[src/rtl/uart_tx_param.sv]
// Parametrised UART transmitter: valid/ready handshake, configurable baud divider, width and stop bits.
// Define UART_TX_PARITY_EN to insert a parity bit between the data and stop bits.

module uart_tx_param #(
    parameter int CLK_DIV    = 5208,
    parameter int DATA_BITS  = 8,
    parameter int STOP_BITS  = 1,
    parameter int PARITY_ODD = 0
) (
    input  logic                 clk,
    input  logic                 reset,
    input  logic                 tx_valid,
    input  logic [DATA_BITS-1:0] tx_data,
    output logic                 tx_ready,
    output logic                 TxD,
    output logic                 busy
);

    localparam int CW = (CLK_DIV > 1) ? $clog2(CLK_DIV) : 1;
    localparam int BW = $clog2(DATA_BITS);
    localparam logic [CW-1:0] BAUD_LAST = CW'(CLK_DIV - 1);
    localparam logic [BW-1:0] BIT_LAST  = BW'(DATA_BITS - 1);

    localparam bit PARAMS_OK = (CLK_DIV >= 2) && (DATA_BITS >= 5) && (DATA_BITS <= 9) &&
                               ((STOP_BITS == 1) || (STOP_BITS == 2)) &&
                               ((PARITY_ODD == 0) || (PARITY_ODD == 1));

    // Legal parameter ranges are documented here; an illegal set adds no hardware.
    if (!PARAMS_OK) begin : g_illegal_params
    end

`ifdef UART_TX_PARITY_EN
    typedef enum logic [2:0] {IDLE, START, DATA, PARITY, STOP} state_t;
`else
    typedef enum logic [1:0] {IDLE, START, DATA, STOP} state_t;
`endif

    state_t               state_q, state_d;
    logic [CW-1:0]        baudCnt_q, baudCnt_d;
    logic [BW-1:0]        bitCnt_q, bitCnt_d;
    logic                 stopCnt_q, stopCnt_d;
    logic [DATA_BITS-1:0] shreg_q, shreg_d;
    logic                 txd_q, txd_d;
`ifdef UART_TX_PARITY_EN
    logic                 parity_q, parity_d;
`endif

    logic bitEnd;
    logic lastStop;
    logic readyNow;
    logic accept;

    assign bitEnd   = (baudCnt_q == BAUD_LAST);
    assign lastStop = (STOP_BITS == 1) || stopCnt_q;
    // Ready in the final cycle of the last stop bit lets the next frame start with no idle gap.
    assign readyNow = (state_q == IDLE) || ((state_q == STOP) && bitEnd && lastStop);
    assign accept   = tx_valid && readyNow;

    always_comb begin
        state_d   = state_q;
        baudCnt_d = baudCnt_q;
        bitCnt_d  = bitCnt_q;
        stopCnt_d = stopCnt_q;
        shreg_d   = shreg_q;
        txd_d     = txd_q;
`ifdef UART_TX_PARITY_EN
        parity_d  = parity_q;
`endif
        if (state_q != IDLE) begin
            baudCnt_d = bitEnd ? '0 : baudCnt_q + 1'b1;
        end
        case (state_q)
            START: begin
                if (bitEnd) begin
                    txd_d    = shreg_q[0];
                    state_d  = DATA;
                    bitCnt_d = '0;
                end
            end
            DATA: begin
                if (bitEnd) begin
                    shreg_d  = {1'b0, shreg_q[DATA_BITS-1:1]};
                    bitCnt_d = bitCnt_q + 1'b1;
                    if (bitCnt_q == BIT_LAST) begin
`ifdef UART_TX_PARITY_EN
                        state_d = PARITY;
                        txd_d   = parity_q;
`else
                        state_d   = STOP;
                        txd_d     = 1'b1;
                        stopCnt_d = 1'b0;
`endif
                    end else begin
                        txd_d = shreg_q[1];
                    end
                end
            end
`ifdef UART_TX_PARITY_EN
            PARITY: begin
                if (bitEnd) begin
                    state_d   = STOP;
                    txd_d     = 1'b1;
                    stopCnt_d = 1'b0;
                end
            end
`endif
            STOP: begin
                if (bitEnd) begin
                    if (lastStop) begin
                        state_d = IDLE;
                    end else begin
                        stopCnt_d = 1'b1;
                    end
                end
            end
            default: ;
        endcase
        // An accept overrides whatever the current frame would have done on this edge.
        if (accept) begin
            shreg_d   = tx_data;
            txd_d     = 1'b0;
            baudCnt_d = '0;
            bitCnt_d  = '0;
            state_d   = START;
`ifdef UART_TX_PARITY_EN
            parity_d  = (^tx_data) ^ (PARITY_ODD != 0);
`endif
        end
    end

    always_ff @(posedge clk or posedge reset) begin
        if (reset) begin
            state_q   <= IDLE;
            baudCnt_q <= '0;
            bitCnt_q  <= '0;
            stopCnt_q <= 1'b0;
            shreg_q   <= '0;
            txd_q     <= 1'b1;
`ifdef UART_TX_PARITY_EN
            parity_q  <= 1'b0;
`endif
        end else begin
            state_q   <= state_d;
            baudCnt_q <= baudCnt_d;
            bitCnt_q  <= bitCnt_d;
            stopCnt_q <= stopCnt_d;
            shreg_q   <= shreg_d;
            txd_q     <= txd_d;
`ifdef UART_TX_PARITY_EN
            parity_q  <= parity_d;
`endif
        end
    end

    assign TxD      = txd_q;
    assign busy     = (state_q != IDLE);
    assign tx_ready = readyNow;

endmodule

[config.mk]
export PLATFORM = sky130hd
export DESIGN_NAME = uart_tx_param
export DESIGN_NICKNAME = d
export VERILOG_FILES = /design/src/rtl/uart_tx_param.sv
export SDC_FILE = /design/constraint.sdc
export NUM_CORES = 1
export LEC_CHECK = 0
export ABC_CLOCK_PERIOD_IN_PS = 2000
export CORE_MARGIN = 2
export CORE_UTILIZATION = 29
export CTS_BUF_LIST = sky130_fd_sc_hd__clkbuf_4 sky130_fd_sc_hd__clkbuf_8 sky130_fd_sc_hd__clkbuf_16
export DETAILED_ROUTE_END_ITERATION = 8
export HOLD_SLACK_MARGIN = 0.08
export MAX_ROUTING_LAYER = met4
export PLACE_DENSITY_LB_ADDON = 0.2
export SYNTH_ARGS = -nofsm -noshare
export SYNTH_HDL_FRONTEND = slang
export SYNTH_SLANG_ARGS = --single-unit
[constraint.sdc]
create_clock -name clk -period 2 [get_ports clk]
set_input_delay 0.6 -clock clk [delete_from_list [all_inputs] [get_ports clk]]
set_output_delay 0.6 -clock clk [all_outputs]
set_load 0.02 [all_outputs]
Word level (Yosys, flattened, before mapping)

Cells that the tools add are included.
Widths: inputs -> output; s select.

$add $sub $neg: 2
Eq/ne operators: 9
Multiplexer cells: 21
Reduce and logical (&&, ||, !) cells: 13

Operator list:

| operator              | count |
|---|---|
| $mux 13               | 3 |
| $mux 8                | 3 |
| $add 13x1->13 const B | 1 |
| $eq 13x13->1 const B  | 1 |
| $ne 3x3->1 const B    | 4 |
| $mux 2                | 5 |
| $mux 3                | 3 |
| $reduce_bool 2->1     | 4 |
| $pmux 2 s3            | 1 |
| $pmux 3 s2            | 1 |
| $reduce_and 5->1      | 1 |
| $eq 2x2->1 const B    | 2 |
| $mux 1                | 4 |
| $reduce_bool 4->1     | 1 |
| $add 3x1->3 const B   | 1 |
| $eq 3x3->1 const B    | 1 |
| $reduce_and 3->1      | 1 |
| $reduce_bool 3->1     | 1 |
| $eq 2x1->1 const B    | 1 |
| $logic_and 1x1->1     | 2 |
| $logic_not 2->1       | 1 |
| $pmux 1 s2            | 1 |
| $reduce_and 2->1      | 1 |
| $logic_or 1x1->1      | 1 |

Bits in registers: 27
Input bits: 11
Output and inout bits: 3

Logic depth before layout (Yosys ltp)

Gate-level depths: netlist of the first run.

Word-level depth: 6
Mapped depth: 8
Mapped depth without buffers: 6

Worst setup path after synthesis of the first run

No wires, ideal clock.

Path kind: reg2out
Start point: register baudCnt_q[8]
End point: output port tx_ready
Arrival time: 1.498 ns
Slack: -0.098 ns
Stages on the path, launching flop included: 5
Path buffers: 0
Cell sequence: dfrtp_1 or4b_4 nor3_2 nand2_1 nand2_1

Cells in the longest elaborated chain, start to end: 3

RTL lines:

| what                     | line | source |
|---|---|---|
| start: declaration       | 39   | `logic [CW-1:0] baudCnt_q, baudCnt_d;` |
| start signal: assignment | 144  | `baudCnt_q <= baudCnt_d;` |
| $eq 13x13->1             | 53   | `assign bitEnd = (baudCnt_q == BAUD_LAST);` |
| $logic_and 1x1->1        | 56   | `assign readyNow = (state_q == IDLE) \|\| ((state_q == STOP) && bitEnd && lastStop);` |
| $logic_or 1x1->1         | 56   |  |
| end: declaration         | 14   | `output logic tx_ready,` |

No other way between the ends.

Worst setup path in the final report of the first run

Same ends and word-level chain as after synthesis.

==> impl_metrics.env, run 1 <==
export IMPL_wl_per_cell_um=12.9
export IMPL_end_kind="primary output"
export IMPL_antenna_left=0
export IMPL_yosysMostFrequentCell="dfrtp_1"
export IMPL_track_usage=0.133
export IMPL_whs_path_depth=1
export IMPL_dp_hpwl_mm=2.66
export IMPL_crit_arrival_ps=1670
export IMPL_path_delay_family="simple AND/OR/NAND/NOR gates"
export IMPL_setup_ws_ps=-268
export IMPL_clock_latency_ps=270
export IMPL_grt_pass1_wl_mm=6.22
export IMPL_layout_drive_gt1_share=0.250
export IMPL_syn_cell_area_um2=1550
export IMPL_yosysTopAreaCellShare=0.420
export IMPL_finalCritPeriodShare=1.13
export IMPL_synthToLayoutAreaGrowth_pct=35.3
export IMPL_min_period_ps=2270
export IMPL_root_buffer="clkbuf_8"
export IMPL_slew_viol_final=0
export IMPL_finalClockSkew_ps=6.88
export IMPL_synth_top_area_cell="dfrtp_1"
export IMPL_slew_headroom=0.767
export IMPL_wl_met3_um=87
export IMPL_multi_input_area_um2=838
export IMPL_ctsHoldBuffers=0
export IMPL_async_reset_ff_frac=1.00
export IMPL_initial_utilization=0.302
export IMPL_top_layer="met4"
export IMPL_die_h_um=77.1
export IMPL_synthCells=161
export IMPL_dp_slack_ps=-431
export IMPL_cp_num_buf_inv=1
export IMPL_n_fill_cell=540
export IMPL_cp_num_cells=5
export IMPL_setup_viol=1
export IMPL_path_cells="or4b_4 > nor3_4 > nand2_1 > nand2_2 > buf_6"
export IMPL_core_area_um2=5140
export IMPL_hp_class="flip-flop to flip-flop"
export IMPL_total_power_uw=2120
export IMPL_cts_buffers=3
export IMPL_yosys_warnings=0
export IMPL_tightest_slew_ps=344
export IMPL_cpPeakStageDelay_ps=570
export IMPL_seqCellArea_um2=677
export IMPL_grt_max_degree=28
export IMPL_cap_violations=0
export IMPL_rsz0062_at_grt="true"
export IMPL_m1WireLength_mm=1.60
export IMPL_path_clk_slew_ps=100
export IMPL_drc=0
export IMPL_yosys_top_cells_count="dfrtp_1 (26), nand2_1 (19), o21ai_0 (14)"
export IMPL_grt_overflow_total=0
export IMPL_yosys_top_cells_area="dfrtp_1 (42%), ha_1 (6.5%), nand2_1 (4.6%)"
export IMPL_drt_iter0_drc=84
export IMPL_cts_max_level=1
export IMPL_drt_wl_total_mm=3.63
export IMPL_critPathRequiredTime_ps=1400
export IMPL_avgSynthCellArea_um2=9.63
export IMPL_die_area_um2=5950
export IMPL_ys_seq_area_frac=0.437
export IMPL_viasPerCell=4.79
export IMPL_gp_congestion=0.867
export IMPL_ioPinCount=14
export IMPL_grt_pass1_vias=1430
export IMPL_violations="negative setup slack"
export IMPL_synth_fp_nets=180
export IMPL_reg2reg_depth=7
export IMPL_final_core_util=0.408
export IMPL_port_buffers=13
export IMPL_power_density_nw_per_um2=1010
export IMPL_num_antenna_cells=0
export IMPL_vias=1352
export IMPL_max_freq_ghz=0.441
export IMPL_std_cell_rows=26
export IMPL_yosysUniqueCellTypes=42
export IMPL_startpoint_type="flip-flop"
export IMPL_cts_sinks=27
export IMPL_die_w_um=77.1
export IMPL_synth_seq_cells=27
export IMPL_clockBufferDepth=2
export IMPL_nets=232
export IMPL_antenna_found_initial=0
export IMPL_cp_slowest_cell="or4b_4"
export IMPL_synth_ff_type="dfrtp_1"
export IMPL_met2_length_mm=1.90
export IMPL_cts_tree="built"
export IMPL_status="complete, but fails checks"
export IMPL_worstSetupPathType="flip-flop to primary output"
export IMPL_leakagePower_uw=0.00102
export IMPL_synth_edf_count=0
export IMPL_crit_fanout=2
export IMPL_peakVddDrop_uv=582
export IMPL_firstDrtPassIters=4
export IMPL_finalHoldViolCount=0
==> routing by layer <==
metal / track usage / vias up
li1: - / 680
met1: 0.152 / 644
met2: 0.236 / 24
met3: 0.0212 / 4
met4: 0.0446 / 0
met5: - / -
==> through the flow <==
| step | instance area (um2) | hold slack (ps) | std cells | setup TNS [ps] |
|---|---|---|---|---|
| global route | 2100 | 562 | 282 | -602 |
| detailed placement | 2000 | 487 | 273 | -952 |
| floorplan | 1560 | 452 | 161 | 0 |
| CTS | 2050 | 507 | 277 | -282 |
| global placement | 2000 | 476 | 273 | -710 |
| finish | 2100 | 496 | 282 | -268 |
==> where the power goes <==
group / total [uW] / switching, uW / internal [uW]
Clock: 321 / 179 / 141
Sequential: 789 / 91.3 / 698
Combinational: 1010 / 528 / 487
Total: 2120 / 798 / 1330
==> placed cells by master, fill, tap and decap left out, types with 2 or more instances in the layout <==
| cell type | instances |
|---|---|
| nand3_1 | 6 |
| xnor2_1 | 3 |
| a211oi_1 | 2 |
| xor2_1 | 4 |
| nor2_1 | 12 |
| nand2_1 | 18 |
| nand2b_1 | 4 |
| inv_1 | 6 |
| or4_1 | 2 |
| o21ai_0 | 14 |
| nor3_1 | 2 |
| clkbuf_8 | 3 |
| a21oi_1 | 10 |
| o21ai_1 | 2 |
| or3_1 | 2 |
| nand4_1 | 4 |
| clkdlybuf4s50_1 | 10 |
| o31ai_1 | 2 |
| buf_4 | 36 |
| ha_1 | 8 |
| mux2i_1 | 7 |
| buf_6 | 3 |
| dfrtp_1 | 26 |
==> cells by family after synthesis <==
family	after synthesis	synth area share
XOR/XNOR	7	0.0395
adder cells (fa/ha/maj)	8	0.0646
AND/OR/NAND/NOR	64	0.224
multiplexers	7	0.0452
flip-flops	27	0.437
AO/OA/AOI/OAI	37	0.153
buffers and inverters	11	0.0363
==> cell type report <==
| type | instances | share of cell area |
|---|---|---|
| well taps | 70 | 0.0418 |
| flip-flops and latches | 27 | 0.323 |
| repair buffers | 52 | 0.202 |
| inverters | 6 | 0.0107 |
| multi-input cells | 123 | 0.400 |
| clock inverters | 1 | 0.00358 |
| clock buffers | 3 | 0.0197 |
==> final timing paths <==
path                              start          end  slack [ps]
max                        baudCnt_q[8]     tx_ready        -270
min                         bitCnt_q[0]  bitCnt_q[0]         500
max reg2reg                baudCnt_q[8]   state_q[1]          40
min reg2reg                 bitCnt_q[0]  bitCnt_q[0]         500
max in group asynchronous         reset          TxD        1010
min in group asynchronous         reset   shreg_q[2]         680
==> state kept, by name, indices dropped and copies added (netlist names) <==
register   count
TxD            1
baudCnt_q     13
bitCnt_q       3
shreg_q        8
state_q        2
==> timing repair <==
item | CTS | global route
pin swaps | 0 | 1
gates resized for setup | 10 | 6
gates cloned | 0 | 2
setup endpoints to repair | 9 | 16
buffers inserted | 0 | 3
No activity file was read; power rests on OpenSTA's default activity.
==> run 2: changes to the inputs <==
- SLEW_MARGIN: unset -> 25
==> results of run 2 <==
No change in the layout: final DEF, timing and power equal those of run 1.
